===== config.mk =====
export PLATFORM = sky130hd
export DESIGN_NAME = wb_commit
export DESIGN_NICKNAME = d
export VERILOG_FILES = /design/src/rtl/wb_commit.sv
export SDC_FILE = /design/constraint.sdc
export NUM_CORES = 1
export LEC_CHECK = 0
export ABC_AREA = 1
export BUFFER_PORTS_ARGS = -buffer_cell sky130_fd_sc_hd__buf_2
export CORE_AREA = 5 5 292 294
export CTS_BUF_LIST = sky130_fd_sc_hd__clkbuf_8
export DETAILED_ROUTE_END_ITERATION = 10
export DIE_AREA = 0 0 297 299
export PLACE_DENSITY = 0.63
export SLEW_MARGIN = 40
export SYNTH_ARGS = -nofsm -noshare
export SYNTH_HDL_FRONTEND = slang
export SYNTH_SLANG_ARGS = --single-unit

===== constraint.sdc =====
create_clock -name clk -period 18.2 [get_ports clk]
set_input_delay 0.91 -clock clk [delete_from_list [all_inputs] [get_ports clk]]
set_output_delay 0.91 -clock clk [all_outputs]
set_load 0.005 [all_outputs]

===== src/rtl/wb_commit.sv =====
// Writeback/commit stage: a small in-order queue of completed instructions whose
// head is presented on the register/segment write ports, one instruction per cycle.
module wb_commit #(
    parameter int DEPTH    = 2,
    parameter int RETIRE_W = 32
) (
    input  logic                clk,
    input  logic                clr,
    input  logic                valid_in,
    input  logic [63:0]         res_data1,
    input  logic [63:0]         res_data2,
    input  logic [63:0]         res_data3,
    input  logic [63:0]         res_data4,
    input  logic [2:0]          res_addr1,
    input  logic [2:0]          res_addr2,
    input  logic [2:0]          res_addr3,
    input  logic [2:0]          res_addr4,
    input  logic [15:0]         res_segdata1,
    input  logic [15:0]         res_segdata2,
    input  logic [15:0]         res_segdata3,
    input  logic [15:0]         res_segdata4,
    input  logic [2:0]          res_segaddr1,
    input  logic [2:0]          res_segaddr2,
    input  logic [2:0]          res_segaddr3,
    input  logic [2:0]          res_segaddr4,
    input  logic [3:0]          res_regld,
    input  logic [3:0]          res_segld,
    input  logic [1:0]          res_opsize,
    input  logic [6:0]          res_ptcid,
    input  logic                drain_hold,
    input  logic                flush,
    output logic                stall,
    output logic [63:0]         wb_data1,
    output logic [63:0]         wb_data2,
    output logic [63:0]         wb_data3,
    output logic [63:0]         wb_data4,
    output logic [2:0]          wb_addr1,
    output logic [2:0]          wb_addr2,
    output logic [2:0]          wb_addr3,
    output logic [2:0]          wb_addr4,
    output logic [15:0]         wb_segdata1,
    output logic [15:0]         wb_segdata2,
    output logic [15:0]         wb_segdata3,
    output logic [15:0]         wb_segdata4,
    output logic [2:0]          wb_segaddr1,
    output logic [2:0]          wb_segaddr2,
    output logic [2:0]          wb_segaddr3,
    output logic [2:0]          wb_segaddr4,
    output logic [1:0]          wb_opsize,
    output logic [3:0]          wb_regld,
    output logic [3:0]          wb_segld,
    output logic [6:0]          wb_inst_ptcid,
    output logic                retire_valid,
    output logic [RETIRE_W-1:0] retire_count
);

    localparam int PTR_W = (DEPTH > 1) ? $clog2(DEPTH) : 1;
    localparam int CNT_W = $clog2(DEPTH + 1);

    logic [255:0] q_data    [DEPTH];
    logic [11:0]  q_addr    [DEPTH];
    logic [63:0]  q_segdata [DEPTH];
    logic [11:0]  q_segaddr [DEPTH];
    logic [3:0]   q_regld   [DEPTH];
    logic [3:0]   q_segld   [DEPTH];
    logic [1:0]   q_opsize  [DEPTH];
    logic [6:0]   q_ptcid   [DEPTH];

    logic [PTR_W-1:0] head, tail;
    logic [CNT_W-1:0] count;
    logic             enq, ret;
    logic [255:0]     head_data;
    logic [11:0]      head_addr;
    logic [63:0]      head_segdata;
    logic [11:0]      head_segaddr;

    // Lower-indexed slots lose to any later enabled slot writing the same register.
    function automatic logic [3:0] resolve_conflicts(input logic [3:0] en, input logic [11:0] addr);
        logic [3:0] keep;
        keep = en;
        for (int i = 0; i < 3; i++) begin
            for (int j = i + 1; j < 4; j++) begin
                if (en[i] && en[j] && (addr[i*3 +: 3] == addr[j*3 +: 3]))
                    keep[i] = 1'b0;
            end
        end
        return keep;
    endfunction

    // stall looks only at registered occupancy, never at same-cycle retirement.
    assign stall        = (count == CNT_W'(DEPTH));
    assign ret          = (count != '0) && !drain_hold && !flush && !clr;
    assign enq          = valid_in && !stall && !flush && !clr;
    assign retire_valid = ret;

    always_ff @(posedge clk) begin
        if (clr) begin
            head         <= '0;
            tail         <= '0;
            count        <= '0;
            retire_count <= '0;
        end else if (flush) begin
            head  <= '0;
            tail  <= '0;
            count <= '0;
        end else begin
            if (enq)
                tail <= tail + PTR_W'(1);
            if (ret) begin
                head         <= head + PTR_W'(1);
                retire_count <= retire_count + RETIRE_W'(1);
            end
            case ({enq, ret})
                2'b10:   count <= count + CNT_W'(1);
                2'b01:   count <= count - CNT_W'(1);
                default: count <= count;
            endcase
        end
    end

    always_ff @(posedge clk) begin
        if (enq) begin
            q_data[tail]    <= {res_data4, res_data3, res_data2, res_data1};
            q_addr[tail]    <= {res_addr4, res_addr3, res_addr2, res_addr1};
            q_segdata[tail] <= {res_segdata4, res_segdata3, res_segdata2, res_segdata1};
            q_segaddr[tail] <= {res_segaddr4, res_segaddr3, res_segaddr2, res_segaddr1};
            q_regld[tail]   <= res_regld;
            q_segld[tail]   <= res_segld;
            q_opsize[tail]  <= res_opsize;
            q_ptcid[tail]   <= res_ptcid;
        end
    end

    // Outputs are forced to zero whenever no write is being issued.
    assign head_data     = ret ? q_data[head]    : '0;
    assign head_addr     = ret ? q_addr[head]    : '0;
    assign head_segdata  = ret ? q_segdata[head] : '0;
    assign head_segaddr  = ret ? q_segaddr[head] : '0;
    assign wb_opsize     = ret ? q_opsize[head]  : '0;
    assign wb_inst_ptcid = ret ? q_ptcid[head]   : '0;
    assign wb_regld      = ret ? resolve_conflicts(q_regld[head], q_addr[head])    : '0;
    assign wb_segld      = ret ? resolve_conflicts(q_segld[head], q_segaddr[head]) : '0;

    assign wb_data1    = head_data[63:0];
    assign wb_data2    = head_data[127:64];
    assign wb_data3    = head_data[191:128];
    assign wb_data4    = head_data[255:192];
    assign wb_addr1    = head_addr[2:0];
    assign wb_addr2    = head_addr[5:3];
    assign wb_addr3    = head_addr[8:6];
    assign wb_addr4    = head_addr[11:9];
    assign wb_segdata1 = head_segdata[15:0];
    assign wb_segdata2 = head_segdata[31:16];
    assign wb_segdata3 = head_segdata[47:32];
    assign wb_segdata4 = head_segdata[63:48];
    assign wb_segaddr1 = head_segaddr[2:0];
    assign wb_segaddr2 = head_segaddr[5:3];
    assign wb_segaddr3 = head_segaddr[8:6];
    assign wb_segaddr4 = head_segaddr[11:9];

endmodule


==> results of run 1 <==
## final cells by class
type / count / area, µm² / share of cell area
Sequential cell: 759 / 22400 / 0.605
Multi-Input combinational cell: 1471 / 6340 / 0.171
Timing Repair Buffer: 785 / 4140 / 0.112
Clock buffer: 127 / 1750 / 0.0472
Tap cell: 1080 / 1350 / 0.0365
Clock inverter: 97 / 649 / 0.0175
Inverter: 93 / 357 / 0.00962
Antenna cell: 24 / 60.1 / 0.00162
## registers in the layout, indices dropped and copies added (netlist names), 8 cells and up, named ones only
| name | count |
|---|---|
| q_addr | 24 |
| q_data | 512 |
| q_ptcid | 14 |
| q_regld | 8 |
| q_segaddr | 24 |
| q_segdata | 128 |
| q_segld | 8 |
| retire_count | 32 |
## final timing paths
path | endpoint
max | wb_regld[0]
min reg2reg | retire_count[12]
min | q_data[1][49]
max reg2reg | q_data[0][181]
## routing by layer
metal,part of all wire,GRT usage,up-vias
met5,0.0020,0,-
met4,0.027,0.0603,28
met3,0.087,0.0643,184
met2,0.52,0.322,742
met1,0.37,0.196,10000
li1,-,-,10100
## synth_stat cells, drive strengths merged
| cell | number | area (µm²) |
|---|---|---|
| ha | 2 | 25.0 |
| o21bai | 1 | 7.51 |
| xor2 | 7 | 61.3 |
| clkbuf | 9 | 33.8 |
| xnor2 | 4 | 35.0 |
| nor3 | 11 | 55.1 |
| inv | 93 | 349 |
| edfxtp | 722 | 21700 |
| o21a | 1 | 7.51 |
| nand4 | 18 | 113 |
| nand2 | 869 | 3280 |
| a21oi | 349 | 1750 |
| nand3 | 23 | 120 |
| nor3b | 2 | 15.0 |
| nor2 | 131 | 536 |
| buf | 117 | 672 |
| dfxtp | 37 | 741 |
| or2 | 1 | 6.26 |
| o21ai | 46 | 253 |
| a211oi | 2 | 20.0 |
| o211ai | 2 | 15.0 |
| nand3b | 1 | 7.51 |
| and3 | 1 | 7.51 |
## power breakdown
group / internal, mW / switching, mW / leakage [nW]
logic: 0.0402 / 0.0569 / 7.09
registers: 1.94 / 0.00606 / 6.85
clock network: 0.753 / 0.679 / 1.39
total: 2.74 / 0.742 / 15.3
## metrics by stage
step                      instances   util  hold WS [ns]  worst slack [ns]  instance area [µm²]
final                          4436  0.449         0.340             13.20                37100
after global routing           4426  0.448         0.255             12.75                37000
after CTS                      4410  0.447         0.227             13.03                37000
after floorplan                2449      -         0.470             0.826                29800
after detailed placement       4186  0.418         0.489             13.12                34600
after global placement         4183  0.417         0.475             12.55                34400
## logic make-up after synthesis
| logic type | after synthesis |
|---|---|
| simple gates | 1057 |
| xor+xnor | 11 |
| buf+inv | 219 |
| compound gates | 401 |
| flops | 759 |
| fa+ha+maj | 2 |
## worst max-delay path, cell delays in order (launching register included)
cell and delay, ns:
dfxtp_4 0.53, inv_8 0.46, buf_4 0.59, buf_6 0.64
nand2_1 0.10, nand2_1 0.16, inv_1 0.11, o21ai_0 0.19
nor2_1 0.06, nand2_1 0.06, nand2_1 0.05, nor2_1 0.13
buf_2 0.14
==> results.yml, run 1 <==
synth:
  synth.avg_cell_area_um2: 12.2
  synth_top_family_by_area: "simple AND/OR/NAND/NOR gates"
  synth-compound-area-share: 0.0688
  ys_warn_count: 0
  netlist_area_um2: 29800
  synthAdderAreaFrac: 0.000840
  muxShareOfSynthArea: 0
  synth_xor_area_frac: 0.00323
  syn_inst: 2449
  synth-seq-area-share: 0.753
  synth_seq_cells: 759
  synth_simple_gate_area_frac: 0.139
  synth_nets: 2817
  synth.distinct_cells: 35
clock_network:
  cts-root-buf: "clkbuf_8"
  clk_transition_reported_paths_ns: 0.06
  cts_hold_buf: 0
  cts_tree: "yes"
  clock_latency_ns: 0.76
  post_cts_buffers: 0
  cts_buffers: 120
  ctsResizeCount: 0
  cts_sinks: 759
  htreeDepth: 3
  cts_buffer_depth: 3
floorplan:
  die_h_um: 299
  core_area_um2: 82600
  die_area_um2: 88800
  initial_utilization: 0.360
  die-width_um: 297
  rows: 106
  ios: 761
detailed_routing:
  first_pass_iters: 7
  drc_errors: 0
  viasPerCell: 4.75
  vias: 21100
  ant_nets: 0
  wl_per_cell_um: 19.0
  wl_um: 84200
  drtIter0Drc: 1631
sta:
  finalSetupTns_ns: 0
  rsz0062_at_grt: "no"
  clock_skew_ns: 0.0660
  fin_crit_sh: 0.275
  fmax_mhz: 200
  finalHoldViolations: 0
  slew_violations: 0
  setup_viol: 0
  fin_crit_ns: 5.00
  slew_headroom: 0.445
  max_slew.worst_pin.slew_ns: 0.833
cells_and_area:
  final_common_cell: "nand2_1"
  syn2layout_area_growth_pct: 24.5
  fill_cells: 7707
  nets: 3598
  layout.cells.most_common_list: "865 x nand2_1, 760 x buf_2, 722 x edfxtp_1, 349 x a21oi_1, 134 x inv_1"
  layout-drive-gt1-share: 0.291
min_path:
  hold_class: "in2reg"
  min-delay-start: "res_data1[49]"
  whs_path_depth: 1
job:
  cap_violations: 0
power:
  p_total_mw: 3.48
  peakVddDrop_mv: 0.0627
  leakage_nw: 15.3
  power.density_nw_per_um2: 93.8
worst_setup_path:
  startpoint_type: "register"
  arrival_ns: 4.09
  timing.rr.start: "count[0]"
  crit_fanout: 94
  cp-end-kind: "output port"
  critPathKind: "reg2out"
  r2r_cells: 6
  required_ns: 17.29
  r2r_setup_slack_ns: 14.28
status:
  status: "complete, no violations"
global_route:
  grt_pass1_vias: 20600
  grt.total_usage: 0.179
  overflow: 0
  grt_max_degree: 123
  grt_pass1_wl_um: 123000
  antenna_found_initial: 44
placement:
  dp_hpwl_um: 57400
  routabilityCongestion: 0.858
  io_buffers: 760
(Power assumes the default switching activity.)
==> inputs of run 2 (changes only) <==
Settings changed: PLACE_DENSITY 0.63 to 0.61.
Clock period 18.2 ns to 5.1 ns, I/O delays scaled along.
==> run 2 against run 1 <==
Net effect:
- first-iteration DRC count decreased by 7.2%
- wire length increased by 4.8%
- cell count increased by 8.5%
- count of clock-buffer cells in the layout increased by 6
- sequential power increased to 3.6 times the previous value
- utilization increased by 4.6 points
- final area increased by 10%
- combinational power increased to 6.1 times the previous value
- largest cell class unchanged
- highest routed layer unchanged
==> results.yml, run 2 (same netlist as run 1, synthesis figures left out) <==
status:
  status: "complete, no violations"
min_path:
  hold_class: "in2reg"
  min-delay-start: "res_data2[45]"
clock_network:
  cts_sinks: 759
  cts_buffers: 132
  htreeDepth: 4
  clk_transition_reported_paths_ns: 0.06
  cts-root-buf: "clkbuf_8"
  clock_latency_ns: 0.79
  ctsResizeCount: 0
  cts_buffer_depth: 3
  post_cts_buffers: 0
  cts_tree: "yes"
  cts_hold_buf: 365
power:
  p_seq_frac: 0.553
  netSwitchingFraction: 0.216
  p_clk_frac: 0.400
  switching_power_mw: 2.72
  peakVddDrop_mv: 0.305
  p_total_mw: 12.6
  leakage_nw: 17.0
  power.internal_mw: 9.87
  power_frac_comb: 0.047
  power.density_nw_per_um2: 308
global_route:
  grt.total_usage: 0.191
  grt_pass1_vias: 22900
  grt_pass1_wl_um: 132000
  antenna_found_initial: 12
  grt_max_degree: 137
  overflow: 0
floorplan:
  die-width_um: 297
  initial_utilization: 0.360
  rows: 106
  ios: 761
  die_h_um: 299
  die_area_um2: 88800
  core_area_um2: 82600
placement:
  io_buffers: 760
  routabilityCongestion: 0.870
  dp_hpwl_um: 57600
worst_setup_path:
  critical-path-max-stage-delay_ns: 0.70
  arrival_ns: 3.10
  slowest_stage: "buf_4"
  cp-end-kind: "output port"
  crit_fanout: 63
  cpMostUsedCell: "buf_4"
  critPathKind: "reg2out"
  worstPathCellList: "buf_4 > buf_4 > nand2_1 > a21oi_1 > buf_2"
  startpoint_type: "register"
  required_ns: 4.85
  timing.rr.start: "count[0]"
detailed_routing:
  first_pass_iters: 5
  vias: 22700
  drc_errors: 0
  wl_per_cell_um: 18.3
  wl_um: 88200
  viasPerCell: 4.71
  ant_nets: 0
  drtIter0Drc: 1514
cells_and_area:
  top_regs: "q_data x512, q_segdata x128, retire_count x32"
  largest_reg_flops: 512
  final_common_cell: "nand2_1"
  syn2layout_area_growth_pct: 37.1
  layout-drive-gt1-share: 0.263
  layout.cells.most_common_list: "865 x nand2_1, 760 x buf_2, 722 x edfxtp_1, 365 x dlygate4sd3_1, 349 x a21oi_1"
  nets: 3990
  regMostFlops: "q_data"
sta:
  holdWs_ns: 0.187
  slew_violations: 0
  setup_viol: 0
  slew_headroom: 0.458
  fin_crit_ns: 3.36
  fin_crit_sh: 0.659
  finalHoldViolations: 0
  max_slew.worst_pin.slew_ns: 0.813
  rsz0062_at_grt: "no"
  fmax_mhz: 298
  clock_skew_ns: 0.0277
job:
  cap_violations: 0
run 2: cell types whose count changed in the layout (fill, tap and decap cells not counted), sizes merged:
cell,previous run,this run
buf,785,800
bufinv,7,3
clkbuf,127,133
clkinv,39,32
clkinvlp,1,4
diode,24,9
dlygate4sd3,0,365
inv,143,156
run 2: final timing paths:
check / end / slack (ns) / cells past startpoint
worst min-delay path: q_data[0][109] / 0.19 / 2
worst min register to register: retire_count[7] / 0.49 / 1
worst max register to register: count[1] / 2.75 / 9
worst max-delay path: wb_inst_ptcid[3] / 1.74 / 5
run 2: power groups by stage:
stage	Clock, mW	Sequential (mW)	Combinational [mW]
finish	5.03	6.96	0.596
global route	5.51	6.96	0.647
detailed placement	0	7.09	0.352
CTS	5.17	6.96	0.595
global placement	0	7.08	0.342
floorplan	0	7.10	0.114
run 2: area by class of cell:
class                   instances  area, µm²
fillers                      7269      41800
flip-flops and latches        759      22400
repair buffers               1165       7960
multi-input cells            1471       6340
clock buffers                 133       1830
well taps                    1080       1350
clock inverters               102        548
inverters                      93        357
diodes                          9       22.5
run 2: metal layers:
layer | up-vias | wire (µm) | track usage
li1 | 10900 | - | -
met1 | 10700 | 33300 | 0.220
met2 | 881 | 43800 | 0.322
met3 | 212 | 6940 | 0.0604
met4 | 2 | 4150 | 0.0978
met5 | - | 13 | 0
run 2: critical path: cells and delay by family (launching register included):
family	cells	cell delay, ns
AND/OR/NAND/NOR	1	0.14
buffers and inverters	3	1.43
flip-flops	1	0.40
AO/OA/AOI/OAI	1	0.29
run 2: per-stage QoR:
step / std cells / worst slack [ns] / TNS [ns] / util / cell area [µm²]
2_1_floorplan: 2449 / -1.42 / -1006.82 / - / 29800
3_3_place_gp: 4202 / 2.36 / 0 / 0.421 / 34700
3_5_place_dp: 4202 / 2.34 / 0 / 0.421 / 34800
4_1_cts: 4802 / 1.61 / 0 / 0.494 / 40800
5_1_grt: 4809 / 1.50 / 0 / 0.494 / 40800
6_report: 4812 / 1.74 / 0 / 0.494 / 40800
==> inputs of run 3 (changes only) <==
Clock period 5.1 ns to 3.4 ns, I/O delays scaled along.
==> run 3 against run 2 <==
Net effect:
- hold slack lost 0.075 ns
- clock skew up 0.016 ns
- largest power group unchanged
- largest cell class unchanged
- wire length grew 0.72%
- first-iteration DRC count down 4.2%
- non-clock buffer count increased by 1
- via count shrank 0.11%
- die area unchanged
- critical path depth rose by 2
==> results.yml, run 3 (same netlist as run 1, synthesis figures left out) <==
status:
  status: "complete, no violations"
worst_setup_path:
  required_ns: 3.23
  cp-endpoint: "wb_regld[0]"
  rr_endpoint: "retire_count[18]"
  cp-end-kind: "output port"
  timing.rr.start: "count[0]"
  crit_fanout: 98
  critPathKind: "reg2out"
  startpoint_type: "register"
  arrival_ns: 2.95
  r2r_setup_slack_ns: 1.02
  r2r_cells: 10
floorplan:
  ios: 761
  rows: 106
  core_area_um2: 82600
  die_h_um: 299
  die_area_um2: 88800
  initial_utilization: 0.360
  die-width_um: 297
cells_and_area:
  largest_reg_flops: 512
  top_regs: "q_data x512, q_segdata x128, retire_count x32"
  fill_cells: 7237
  final_util: 0.495
  layout-drive-gt1-share: 0.266
  syn2layout_area_growth_pct: 37.5
  layout.cells.most_common_list: "865 x nand2_1, 760 x buf_2, 722 x edfxtp_1, 367 x dlygate4sd3_1, 349 x a21oi_1"
  nets: 3990
  regMostFlops: "q_data"
  final_common_cell: "nand2_1"
global_route:
  grt.total_usage: 0.193
  overflow: 0
  grt_pass1_vias: 23000
  antenna_found_initial: 11
  grt_pass1_wl_um: 134000
  grt_max_degree: 119
sta:
  fin_crit_sh: 0.917
  holdWs_ns: 0.112
  slew_headroom: 0.528
  finalHoldViolations: 0
  fin_crit_ns: 3.12
  max_slew.worst_pin.slew_ns: 0.709
  rsz0062_at_grt: "no"
  setup_viol: 0
  fmax_mhz: 321
  slew_violations: 0
  clock_skew_ns: 0.0436
detailed_routing:
  viasPerCell: 4.71
  drc_errors: 0
  drtIter0Drc: 1451
  wl_um: 88900
  ant_nets: 0
  wl_per_cell_um: 18.5
  first_pass_iters: 7
  vias: 22700
clock_network:
  clock_latency_ns: 0.78
  post_cts_buffers: 0
  htreeDepth: 4
  cts_hold_buf: 367
  clk_transition_reported_paths_ns: 0.06
  cts_sinks: 759
  cts_buffers: 131
  cts_tree: "yes"
  cts-root-buf: "clkbuf_8"
  ctsResizeCount: 0
  cts_buffer_depth: 3
power:
  power.density_nw_per_um2: 470
  leakage_nw: 17.0
  peakVddDrop_mv: 0.310
placement:
  dp_hpwl_um: 57300
  routabilityCongestion: 0.881
  io_buffers: 760
min_path:
  hold_class: "in2reg"
job:
  cap_violations: 0
## run 3: changes by cell type in the layout (fill, tap and decap cells not counted), sizes merged
cell	delta
clkinvlp	+1
dlygate4sd3	+2
clkbuf	+2
clkinv	-3
bufinv	+3
diode	-2
buf	-1
inv	-8
## run 3: metrics by stage
| stage | power (mW) | area, µm² | instances | worst slack, ns | setup TNS [ns] |
|---|---|---|---|---|---|
| 5_1_grt | 20.0 | 40900 | 4805 | 0.0435 | 0 |
| 4_1_cts | 19.5 | 40900 | 4799 | 0.110 | 0 |
| 2_1_floorplan | 10.8 | 29800 | 2449 | -3.08 | -2207.23 |
| 6_report | 19.2 | 40900 | 4806 | 0.281 | 0 |
| 3_3_place_gp | 11.1 | 34800 | 4202 | 1.00 | 0 |
| 3_5_place_dp | 11.2 | 34800 | 4202 | 0.961 | 0 |
## run 3: final cells by class
class,count,area [µm²],share of cell area
flip-flops and latches,759,22400,0.548
repair buffers,1166,7970,0.195
multi-input cells,1471,6340,0.155
clock buffers,135,1860,0.0454
well taps,1080,1350,0.0330
clock inverters,95,616,0.0150
inverters,93,357,0.00871
diodes,7,17.5,0.000428
## run 3: per-layer routing
metal | part of all wire | track usage
met5 | 0.00060 | 0
met4 | 0.032 | 0.0730
met3 | 0.080 | 0.0631
met2 | 0.51 | 0.337
met1 | 0.38 | 0.221
## run 3: power breakdown
part | internal [mW] | switching (mW)
sequential | 10.4 | 0.0332
clock | 4.17 | 3.72
combinational | 0.496 | 0.398
total | 15.1 | 4.16
## run 3: worst min path at each step
stage	endpoint	depth (start not counted)	startpoint	slack (ns)
2_1_floorplan	q_addr[0][0]	0	res_addr1[0]	0.27
3_3_place_gp	q_ptcid[1][5]	1	res_ptcid[5]	0.36
3_5_place_dp	q_data[1][96]	1	res_data2[32]	0.36
4_1_cts	q_data[1][66]	2	res_data2[2]	0.01
5_1_grt	q_data[1][238]	2	res_data4[46]	0.06
6_report	q_data[1][6]	2	res_data1[6]	0.11
## run 3: worst max-delay path: stages, from the launching register on
cell and delay [ns]:
dfxtp_4 0.47, inv_8 0.51, buf_12 0.37, nand2_1 0.08, a21oi_1 0.23, nand2_1 0.09
nor2_1 0.25, buf_2 0.17
